===== config.mk =====
export PLATFORM = sky130hd
export DESIGN_NAME = port_rx
export DESIGN_NICKNAME = d
export VERILOG_FILES = /design/src/rtl/spw_pkg.sv /design/src/rtl/port_rx_bit_recover.sv /design/src/rtl/port_rx.sv
export SDC_FILE = /design/constraint.sdc
export NUM_CORES = 1
export LEC_CHECK = 0
export CORE_MARGIN = 2
export CORE_UTILIZATION = 48
export DETAILED_ROUTE_END_ITERATION = 10
export PLACE_DENSITY = 0.74
export RECOVER_POWER = 25
export SLEW_MARGIN = 40
export SYNTH_ARGS = -nofsm -noshare
export SYNTH_HDL_FRONTEND = slang
export SYNTH_HIERARCHICAL = 1
export SYNTH_SLANG_ARGS = --single-unit
export TNS_END_PERCENT = 10

===== constraint.sdc =====
create_clock -name rx_clk -period 2.3 [get_ports rx_clk]
set_input_delay 0.46 -clock rx_clk [delete_from_list [all_inputs] [get_ports rx_clk]]
set_output_delay 0.46 -clock rx_clk [all_outputs]
set_load 0.05 [all_outputs]

===== src/rtl/spw_pkg.sv =====
// SpaceWire character-level constants shared by the link receiver.
// Control codes are written in wire order: {first payload bit, second payload bit}.
package spw_pkg;

  localparam logic [1:0] CTRL_FCT = 2'b00;
  localparam logic [1:0] CTRL_EOP = 2'b01;
  localparam logic [1:0] CTRL_EEP = 2'b10;
  localparam logic [1:0] CTRL_ESC = 2'b11;

  localparam logic [8:0] NCHAR_EOP = 9'h100;
  localparam logic [8:0] NCHAR_EEP = 9'h101;

  localparam int DATA_LEN = 8;
  localparam int CODE_LEN = 2;

  typedef enum logic [2:0] {
    RX_IDLE,
    RX_PAR,
    RX_CTL,
    RX_DATA,
    RX_CODE,
    RX_HALT
  } rx_state_e;

endpackage


===== src/rtl/port_rx_bit_recover.sv =====
// Data/strobe bit recovery: synchronizes both lines, flags a bit on every change of D^S,
// and times the gap between bits to report a disconnect.
module port_rx_bit_recover #(
  parameter int SYNC_STAGES = 2,
  parameter int DISC_CYCLES = 85
) (
  input  logic rx_clk,
  input  logic rx_rst,
  input  logic data_i,
  input  logic strobe_i,
  output logic bit_stb_o,
  output logic bit_val_o,
  output logic disc_o
);

  localparam int CW = $clog2(DISC_CYCLES + 1);

  logic [SYNC_STAGES-1:0] d_sync_q;
  logic [SYNC_STAGES-1:0] s_sync_q;
  logic                   x;
  logic                   x_prev_q;
  logic                   armed_q;
  logic [CW-1:0]          idle_q;

  // NOTE: the synchronizer and x_prev keep sampling through reset, so a line pair parked
  // mid-character never shows up as a false bit when reset is released.
  always_ff @(posedge rx_clk) begin
    d_sync_q <= {d_sync_q[SYNC_STAGES-2:0], data_i};
    s_sync_q <= {s_sync_q[SYNC_STAGES-2:0], strobe_i};
    x_prev_q <= x;
  end

  assign x         = d_sync_q[SYNC_STAGES-1] ^ s_sync_q[SYNC_STAGES-1];
  assign bit_stb_o = x ^ x_prev_q;
  assign bit_val_o = d_sync_q[SYNC_STAGES-1];

  // idle_q counts cycles since the last bit, so the flag raised here lands on cycle DISC_CYCLES once registered.
  assign disc_o = armed_q && !bit_stb_o && (idle_q == CW'(DISC_CYCLES - 1));

  always_ff @(posedge rx_clk) begin
    if (rx_rst) begin
      armed_q <= 1'b0;
      idle_q  <= '0;
    end else if (bit_stb_o) begin
      armed_q <= 1'b1;
      idle_q  <= CW'(1);
    end else if (armed_q) begin
      idle_q <= idle_q + CW'(1);
      if (disc_o) armed_q <= 1'b0;
    end
  end

endmodule


===== src/rtl/port_rx.sv =====
// SpaceWire receiver: turns recovered bits into N-chars, FCTs, NULLs and time codes,
// checking parity, escape sequences and disconnect; any error halts until reset.
module port_rx #(
  parameter int SYNC_STAGES = 2,
  parameter int DISC_CYCLES = 85
) (
  input  logic       rx_clk,
  input  logic       rx_rst,
  input  logic       data,
  input  logic       strobe,
  output logic [8:0] rx_nchar,
  output logic       rx_nchar_valid,
  output logic [7:0] rx_time,
  output logic       rx_time_valid,
  output logic       rx_got_null,
  output logic       rx_got_fct,
  output logic       rx_active,
  output logic       rx_err_parity,
  output logic       rx_err_esc,
  output logic       rx_err_disc
);
  import spw_pkg::*;

  logic bit_stb, bit_val, disc_stb;

  port_rx_bit_recover #(
    .SYNC_STAGES(SYNC_STAGES),
    .DISC_CYCLES(DISC_CYCLES)
  ) u_bit_recover (
    .rx_clk   (rx_clk),
    .rx_rst   (rx_rst),
    .data_i   (data),
    .strobe_i (strobe),
    .bit_stb_o(bit_stb),
    .bit_val_o(bit_val),
    .disc_o   (disc_stb)
  );

  rx_state_e  state_q, state_d;
  logic [2:0] cnt_q, cnt_d;
  logic [6:0] sr_q, sr_d;
  logic       ctl0_q, ctl0_d;
  logic       par_q, par_d;
  logic       chk_q, chk_d;
  logic       esc_q, esc_d;
  logic       active_q, active_d;
  logic [8:0] nchar_q, nchar_d;
  logic       nchar_vld_q, nchar_vld_d;
  logic [7:0] time_q, time_d;
  logic       time_vld_q, time_vld_d;
  logic       null_q, null_d, fct_q, fct_d;
  logic       err_par_q, err_par_d, err_esc_q, err_esc_d, err_disc_q, err_disc_d;

  logic [7:0] rx_byte;
  logic [1:0] ctl_code;

  assign rx_byte  = {bit_val, sr_q};
  assign ctl_code = {ctl0_q, bit_val};

  always_comb begin
    // NOTE: every variable gets its default before any branch, so no path can infer a latch.
    state_d     = state_q;
    cnt_d       = cnt_q;
    sr_d        = sr_q;
    ctl0_d      = ctl0_q;
    par_d       = par_q;
    chk_d       = chk_q;
    esc_d       = esc_q;
    active_d    = active_q;
    nchar_d     = '0;
    nchar_vld_d = 1'b0;
    time_d      = '0;
    time_vld_d  = 1'b0;
    null_d      = 1'b0;
    fct_d       = 1'b0;
    err_par_d   = 1'b0;
    err_esc_d   = 1'b0;
    err_disc_d  = 1'b0;

    if (disc_stb && state_q != RX_HALT) begin
      err_disc_d = 1'b1;
      state_d    = RX_HALT;
    end else if (bit_stb) begin
      unique case (state_q)
        RX_IDLE, RX_PAR: begin
          par_d   = par_q ^ bit_val;
          chk_d   = (state_q == RX_PAR);
          state_d = RX_CTL;
        end
        RX_CTL: begin
          if (chk_q && !(par_q ^ bit_val)) begin
            err_par_d = 1'b1;
            state_d   = RX_HALT;
          end else begin
            par_d   = 1'b0;
            cnt_d   = '0;
            state_d = bit_val ? RX_CODE : RX_DATA;
          end
        end
        RX_DATA: begin
          sr_d  = {bit_val, sr_q[6:1]};
          par_d = par_q ^ bit_val;
          cnt_d = cnt_q + 3'd1;
          if (cnt_q == 3'(DATA_LEN - 1)) begin
            state_d = RX_PAR;
            if (esc_q) begin
              esc_d = 1'b0;
              if (active_q) begin
                time_vld_d = 1'b1;
                time_d     = rx_byte;
              end
            end else if (active_q) begin
              nchar_vld_d = 1'b1;
              nchar_d     = {1'b0, rx_byte};
            end
          end
        end
        RX_CODE: begin
          ctl0_d = bit_val;
          par_d  = par_q ^ bit_val;
          cnt_d  = cnt_q + 3'd1;
          if (cnt_q == 3'(CODE_LEN - 1)) begin
            state_d = RX_PAR;
            if (ctl_code == CTRL_FCT) begin
              if (esc_q) begin
                null_d   = 1'b1;
                active_d = 1'b1;
                esc_d    = 1'b0;
              end else if (active_q) begin
                fct_d = 1'b1;
              end
            end else if (esc_q && active_q) begin
              err_esc_d = 1'b1;
              state_d   = RX_HALT;
            end else if (ctl_code == CTRL_ESC) begin
              esc_d = 1'b1;
            end else if (esc_q) begin
              // Before the first NULL a bad escape pair is simply dropped.
              esc_d = 1'b0;
            end else if (active_q) begin
              nchar_vld_d = 1'b1;
              nchar_d     = (ctl_code == CTRL_EOP) ? NCHAR_EOP : NCHAR_EEP;
            end
          end
        end
        default: ;
      endcase
    end
  end

  always_ff @(posedge rx_clk) begin
    if (rx_rst) begin
      state_q     <= RX_IDLE;
      cnt_q       <= '0;
      sr_q        <= '0;
      ctl0_q      <= 1'b0;
      par_q       <= 1'b0;
      chk_q       <= 1'b0;
      esc_q       <= 1'b0;
      active_q    <= 1'b0;
      nchar_q     <= '0;
      nchar_vld_q <= 1'b0;
      time_q      <= '0;
      time_vld_q  <= 1'b0;
      null_q      <= 1'b0;
      fct_q       <= 1'b0;
      err_par_q   <= 1'b0;
      err_esc_q   <= 1'b0;
      err_disc_q  <= 1'b0;
    end else begin
      state_q     <= state_d;
      cnt_q       <= cnt_d;
      sr_q        <= sr_d;
      ctl0_q      <= ctl0_d;
      par_q       <= par_d;
      chk_q       <= chk_d;
      esc_q       <= esc_d;
      active_q    <= active_d;
      nchar_q     <= nchar_d;
      nchar_vld_q <= nchar_vld_d;
      time_q      <= time_d;
      time_vld_q  <= time_vld_d;
      null_q      <= null_d;
      fct_q       <= fct_d;
      err_par_q   <= err_par_d;
      err_esc_q   <= err_esc_d;
      err_disc_q  <= err_disc_d;
    end
  end

  assign rx_nchar       = nchar_q;
  assign rx_nchar_valid = nchar_vld_q;
  assign rx_time        = time_q;
  assign rx_time_valid  = time_vld_q;
  assign rx_got_null    = null_q;
  assign rx_got_fct     = fct_q;
  assign rx_active      = active_q;
  assign rx_err_parity  = err_par_q;
  assign rx_err_esc     = err_esc_q;
  assign rx_err_disc    = err_disc_q;

endmodule


---- Word level (Yosys, flattened, before mapping) ----
Index checks and enable logic that the tools add are counted.
cells by class
  add/subtract/negate cells ............... 2
  multipliers ............................. 0
  div/mod/pow operators ................... 0
  magnitude comparators ................... 0
  eq/ne operators ......................... 16
  shift operators ......................... 0
  muxes and demuxes ....................... 47
  bitwise operators ....................... 13
  reduce and logical (&&, ||, !) cells .... 36
operators by type and width
  kind                 number
  $mux 9               6
  $mux 3               9
  $mux 8               3
  $mux 1               23
  $pmux 9 s2           1
  $reduce_or 6->1      3
  $reduce_and 4->1     4
  $ne 3x3->1 const B   4
  $pmux 3 s4           1
  $reduce_and 6->1     2
  $not 1->1            10
  $reduce_bool 2->1    5
  $reduce_and 3->1     3
  $reduce_or 2->1      4
  $reduce_or 4->1      2
  $add 7x1->7 const B  1
  $eq 7x7->1 const B   1
  $reduce_or 7->1      1
  $eq 3x1->1 const B   2
  $eq 3x2->1 const B   2
  $eq 3x3->1 const B   2
  $ne 2x2->1 const B   3
  $pmux 1 s2           3
  $pmux 3 s2           1
  11 further kinds     18
storage, ports and cells
  register bits ........................... 55
  bits in latches ......................... 0
  bits in writable memories ............... 0
  bits in read-only memories .............. 0
  output and inout bits ................... 25
  word-level logic and storage cells ...... 138
  memories kept ........................... 0

---- Depth between registers and ports, before layout ----
Gate-level depths: netlist of the first run.
  depth after elaboration ................. 9
  depth in mapped cells ................... 9
  mapped depth without buffers ............ 8

---- Cells and area by module ----
The synthesis of the first run kept the hierarchy.
by module, submodules not included
  module               times used  cells each  area each (um^2)
  port_rx              1           182         1702.9
  port_rx_bit_recover  1           49          510.5

---- Worst setup path after synthesis of the first run ----
Ideal clock, no wire load.
  path kind ............................... register -> register
  start point ............................. register u_bit_recover.d_sync_q[1]
  end point ............................... register cnt_q[0]
  library setup time ...................... 0.121 ns
  arrival time ............................ 2.030 ns
  setup slack ............................. 0.149 ns
  stages on the path, launching flop included .. 8
  buffers on the path ..................... 0
  path through ............................ dfxtp_1 xnor3_2 inv_2 nor4_2 nand2b_1 nand2_1 o21ai_1 mux2_2
between the ends
  longest elaborated chain between the ends .. 8
RTL lines
  what                               line                       source
  from (decl)                        port_rx_bit_recover.sv:18  logic [SYNC_STAGES-1:0] d_sync_q;
  from (signal assigned)             port_rx_bit_recover.sv:28  d_sync_q <= {d_sync_q[SYNC_STAGES-2:0], data_i};
  $xor 1x1->1                        port_rx_bit_recover.sv:33  assign x = d_sync_q[SYNC_STAGES-1] ^ s_sync_q[SYNC_STAGES-1];
  $xor 1x1->1                        port_rx_bit_recover.sv:34  assign bit_stb_o = x ^ x_prev_q;
  net bit_stb                        port_rx.sv:24              logic bit_stb, bit_val, disc_stb;
  $logic_not 1->1                    port_rx_bit_recover.sv:38  assign disc_o = armed_q && !bit_stb_o && (idle_q == CW'(DISC_CYCLES - 1));
  $logic_and 1x1->1 (2 in series)    port_rx_bit_recover.sv:38
  net disc_stb                       port_rx.sv:24
  $logic_and 1x1->1                  port_rx.sv:80              if (disc_stb && state_q != RX_HALT) begin
  $not 1->1 (no source line)         n/a
  $reduce_and 4->1 (no source line)  n/a
  to (signal assigned)               port_rx.sv:172             cnt_q <= cnt_d;
  to (decl)                          port_rx.sv:40              logic [2:0] cnt_q, cnt_d;
The timed path passes the listed nets, and every way through them passes these cells.
A chain may end at the register's enable or synchronous reset.

---- Worst setup path in the final report of the first run ----
  start point ............................. register u_bit_recover.s_sync_q[1]
  end point ............................... register cnt_q[1]
between the ends
  longest elaborated chain between the ends .. 8
RTL lines
  what                               line                       source
  from (decl)                        port_rx_bit_recover.sv:19  logic [SYNC_STAGES-1:0] s_sync_q;
  from (signal assigned)             port_rx_bit_recover.sv:29  s_sync_q <= {s_sync_q[SYNC_STAGES-2:0], strobe_i};
  $xor 1x1->1                        port_rx_bit_recover.sv:33
  $xor 1x1->1                        port_rx_bit_recover.sv:34
  net bit_stb                        port_rx.sv:24
  $logic_not 1->1                    port_rx_bit_recover.sv:38
  $logic_and 1x1->1 (2 in series)    port_rx_bit_recover.sv:38
  net disc_stb                       port_rx.sv:24
  $logic_and 1x1->1                  port_rx.sv:80
  $not 1->1 (no source line)         n/a
  $reduce_and 4->1 (no source line)  n/a
The timed path passes the listed nets, and every way through them passes these cells.

==> flow_summary.json, run 1 <==
{
  "diodes": 0,
  "grt_pass1_vias": 1486,
  "post_cts.repair.setup_buffers": 0,
  "layout_min_cycle_time_ns": 2.146,
  "clk_latency_ns": 0.31,
  "grt_max_degree": 17,
  "tns_ns": 0,
  "syn-cell-area_um2": 2213,
  "rsz0062_at_grt": "true",
  "first_pass_iters": 4,
  "combPwrFrac_pct": 12.9,
  "fin_crit_sh_pct": 93.32,
  "yosys_warnings": 6,
  "cts.htree.levels": 2,
  "ios": 29,
  "p_int_mw": 1.401,
  "relSlewSlack_pct": 65.94,
  "switching_power_mw": 0.4745,
  "yosysSeqAreaShare_pct": 49.75,
  "dp_hpwl_mm": 2.669,
  "cts-buffers-inserted": 5,
  "drive_gt1_share_pct": 9.886,
  "synth_edf_count": 0,
  "critPathLaunchType": "flop",
  "fp.dieArea_um2": 5170,
  "worst_pin_slew_ns": 0.5109,
  "crit_type": "flop to flop",
  "synthesis.nets": 240,
  "cts_root_buf": "clkbuf_8",
  "cts.reportedPaths.clkPinSlew_ns": 0.09,
  "status": "finished, final reports clean",
  "die_y_um": 71.91,
  "grt_usage_pct": 16.55,
  "skew_ns": 0.004232,
  "final_hold_viol_count": 0,
  "tritoncts": "done",
  "worst_slack_ns": 0.1538,
  "power.share.clock_pct": 32.6,
  "yosysTopAreaCellShare_pct": 49.75,
  "fp.dieW_um": 71.91,
  "core-area_um2": 4384,
  "io_buffer_count": 28,
  "drt_iter0_markers": 66,
  "rows": 24,
  "routed_via_density": 5.162,
  "grt_antenna_before_repair": 0,
  "wl_per_cell_um": 11.99,
  "ys.flop_type": "dfxtp_1",
  "end_kind": "flop",
  "synth_cell_types": 47,
  "clock.fmax_mhz": 465.9,
  "dp_slack_ns": 0.08256,
  "synth-async-reset-ratio_pct": 0,
  "finalSetupViolations": 0,
  "maxSlewViolCount": 0,
  "regToRegSetupSlack_ns": 0.15,
  "wl_mm": 3.777,
  "drc": 0,
  "grt_overflow": 0,
  "required_ns": 2.50,
  "cts_sinks": 55,
  "drtAntennaViolNets": 0,
  "power_density_nw_per_um2": 700.6,
  "syn2layout_area_growth_pct": 20.97,
  "synth.avg_cell_area_um2": 9.582,
  "cp.arrival_ns": 2.35,
  "p_leak_nw": 0.9925,
  "fin_nets": 272,
  "max_cap_violations": 0,
  "layout_common_cells": "dfxtp_1 (55), clkdlybuf4s50_1 (25), a21oi_1 (21)",
  "swShare_pct": 25.29,
  "cp_max_fo": 6,
  "synth_top_cell_by_area": "dfxtp_1",
  "cts_buffer_depth": 2,
  "synthCells": 231,
  "timing.hold.ws_ns": 0.3552,
  "grt_pass1_wl_mm": 6.610,
  "hold_path_class": "flop to flop",
  "initial_utilization_pct": 50.49,
  "ys_ff_latch": 55,
  "final_common_cell": "dfxtp_1",
  "routabilityCongestion": 0.8417,
  "vdd_drop_max_mv": 0.3628,
  "vias": 1626,
  "sequentialPowerShare_pct": 54.4,
  "yosys-top-cells-area": "dfxtp_1 (50%), a21oi_1 (5.0%), and2_1 (4.2%), ha_1 (2.8%), nand2_1 (2.5%)"
}
-- path summary, 6_finish.rpt --
check                                                        from                                 to  cells after the start
worst max register to register  u_bit_recover/s_sync_q[1]$_DFF_P_              cnt_q[1]$_SDFFE_PP0P_                      7
worst max-delay path            u_bit_recover/s_sync_q[1]$_DFF_P_              cnt_q[1]$_SDFFE_PP0P_                      7
worst min register to register  u_bit_recover/s_sync_q[0]$_DFF_P_  u_bit_recover/s_sync_q[1]$_DFF_P_                      0
worst min-delay path            u_bit_recover/s_sync_q[0]$_DFF_P_  u_bit_recover/s_sync_q[1]$_DFF_P_                      0
-- cell usage after synthesis, drive strengths merged, types with 2 or more instances --
master,n
a21oi,22
a31o,2
a31oi,3
and2,15
and3,2
buf,5
clkbuf,5
dfxtp,55
ha,5
inv,10
mux2,3
mux2i,3
nand2,15
nand2b,6
nand3,5
nand3b,2
nand4,3
nor2,14
nor2b,6
nor3,4
nor3b,2
nor4,3
o21ai,12
o221ai,2
o311a,2
o31ai,2
or3,2
xnor2,3
xor2,4
-- metrics by stage --
step,power [mW],cells,util (%),cell area [um2]
2_1_floorplan,1.223,231,-,2213
3_3_place_gp,1.279,308,58.50,2565
3_5_place_dp,1.282,308,58.50,2565
4_1_cts,1.895,315,60.93,2671
5_1_grt,1.970,315,61.07,2678
6_report,1.876,315,61.07,2678
-- routing by layer --
layer	global-route usage [%]	routed length [um]	up-vias
li1	-	-	863
met1	21.21	1900	724
met2	25.41	1646	32
met3	4.306	139	7
met4	9.434	91	0
met5	0	0	-
-- cell families (layout without fill, tap and decap cells) --
| family | count (synthesis) | count (layout) | share of synthesized area, % |
|---|---|---|---|
| AOI/OAI and AO/OA | 52 | 52 | 15.26 |
| xor gates and xnor gates | 8 | 8 | 3.844 |
| muxes | 6 | 6 | 2.883 |
| buffers and inverters | 20 | 52 | 3.787 |
| adders and majority gates | 5 | 5 | 2.826 |
| and+or+nand+nor | 85 | 85 | 21.65 |
| DFF | 55 | 55 | 49.75 |
-- flip-flops by register name, summed over array words and instances, names as in the netlist, 2 cells and up --
register and count:
sr_q 7, cnt_q 3, rx_time 8, rx_nchar 9
u_bit_recover/idle_q 7, state_q 3, u_bit_recover/s_sync_q 2, u_bit_recover/d_sync_q 2
-- final cells by class --
type	count	area (um2)
Tap cell	52	65.06
Inverter	10	37.54
Clock inverter	2	37.54
Fill cell	386	1707
Multi-Input combinational cell	156	1035
Sequential cell	55	1101
Timing Repair Buffer	35	332.8
Clock buffer	5	68.82
-- power by group through the flow --
stage	Clock, mW	Sequential [mW]	Combinational [mW]
floorplan	0	1.02	0.206
detailed placement	0	1.04	0.239
finish	0.612	1.02	0.243
CTS	0.635	1.02	0.239
global route	0.670	1.03	0.272
global placement	0	1.04	0.235
-- what timing repair did --
| item | in CTS | in global routing |
|---|---|---|
| setup endpoints to repair | 0 | 9 |
| hold buffers | 0 | 0 |
| resized for setup | 0 | 2 |
-- critical path: stages, from the launching register on --
cell      delay (ns)
dfxtp_1         0.33
xnor3_2         0.43
inv_2           0.05
nor4_2          0.29
nand2b_2        0.26
nand2_1         0.13
o21ai_1         0.19
mux2_2          0.37
Power figures use the tool's default switching activity.
==> run 2, diff against run 1 <==
--- a/config.mk
+++ b/config.mk
@@ -8,6 +8,7 @@
 export CORE_MARGIN = 2
 export CORE_UTILIZATION = 48
 export DETAILED_ROUTE_END_ITERATION = 10
+export HOLD_SLACK_MARGIN = 0.08
 export PLACE_DENSITY = 0.74
 export RECOVER_POWER = 25
 export SLEW_MARGIN = 40
==> results of run 2 <==
Final layout, timing and power as in run 1 (identical DEF).
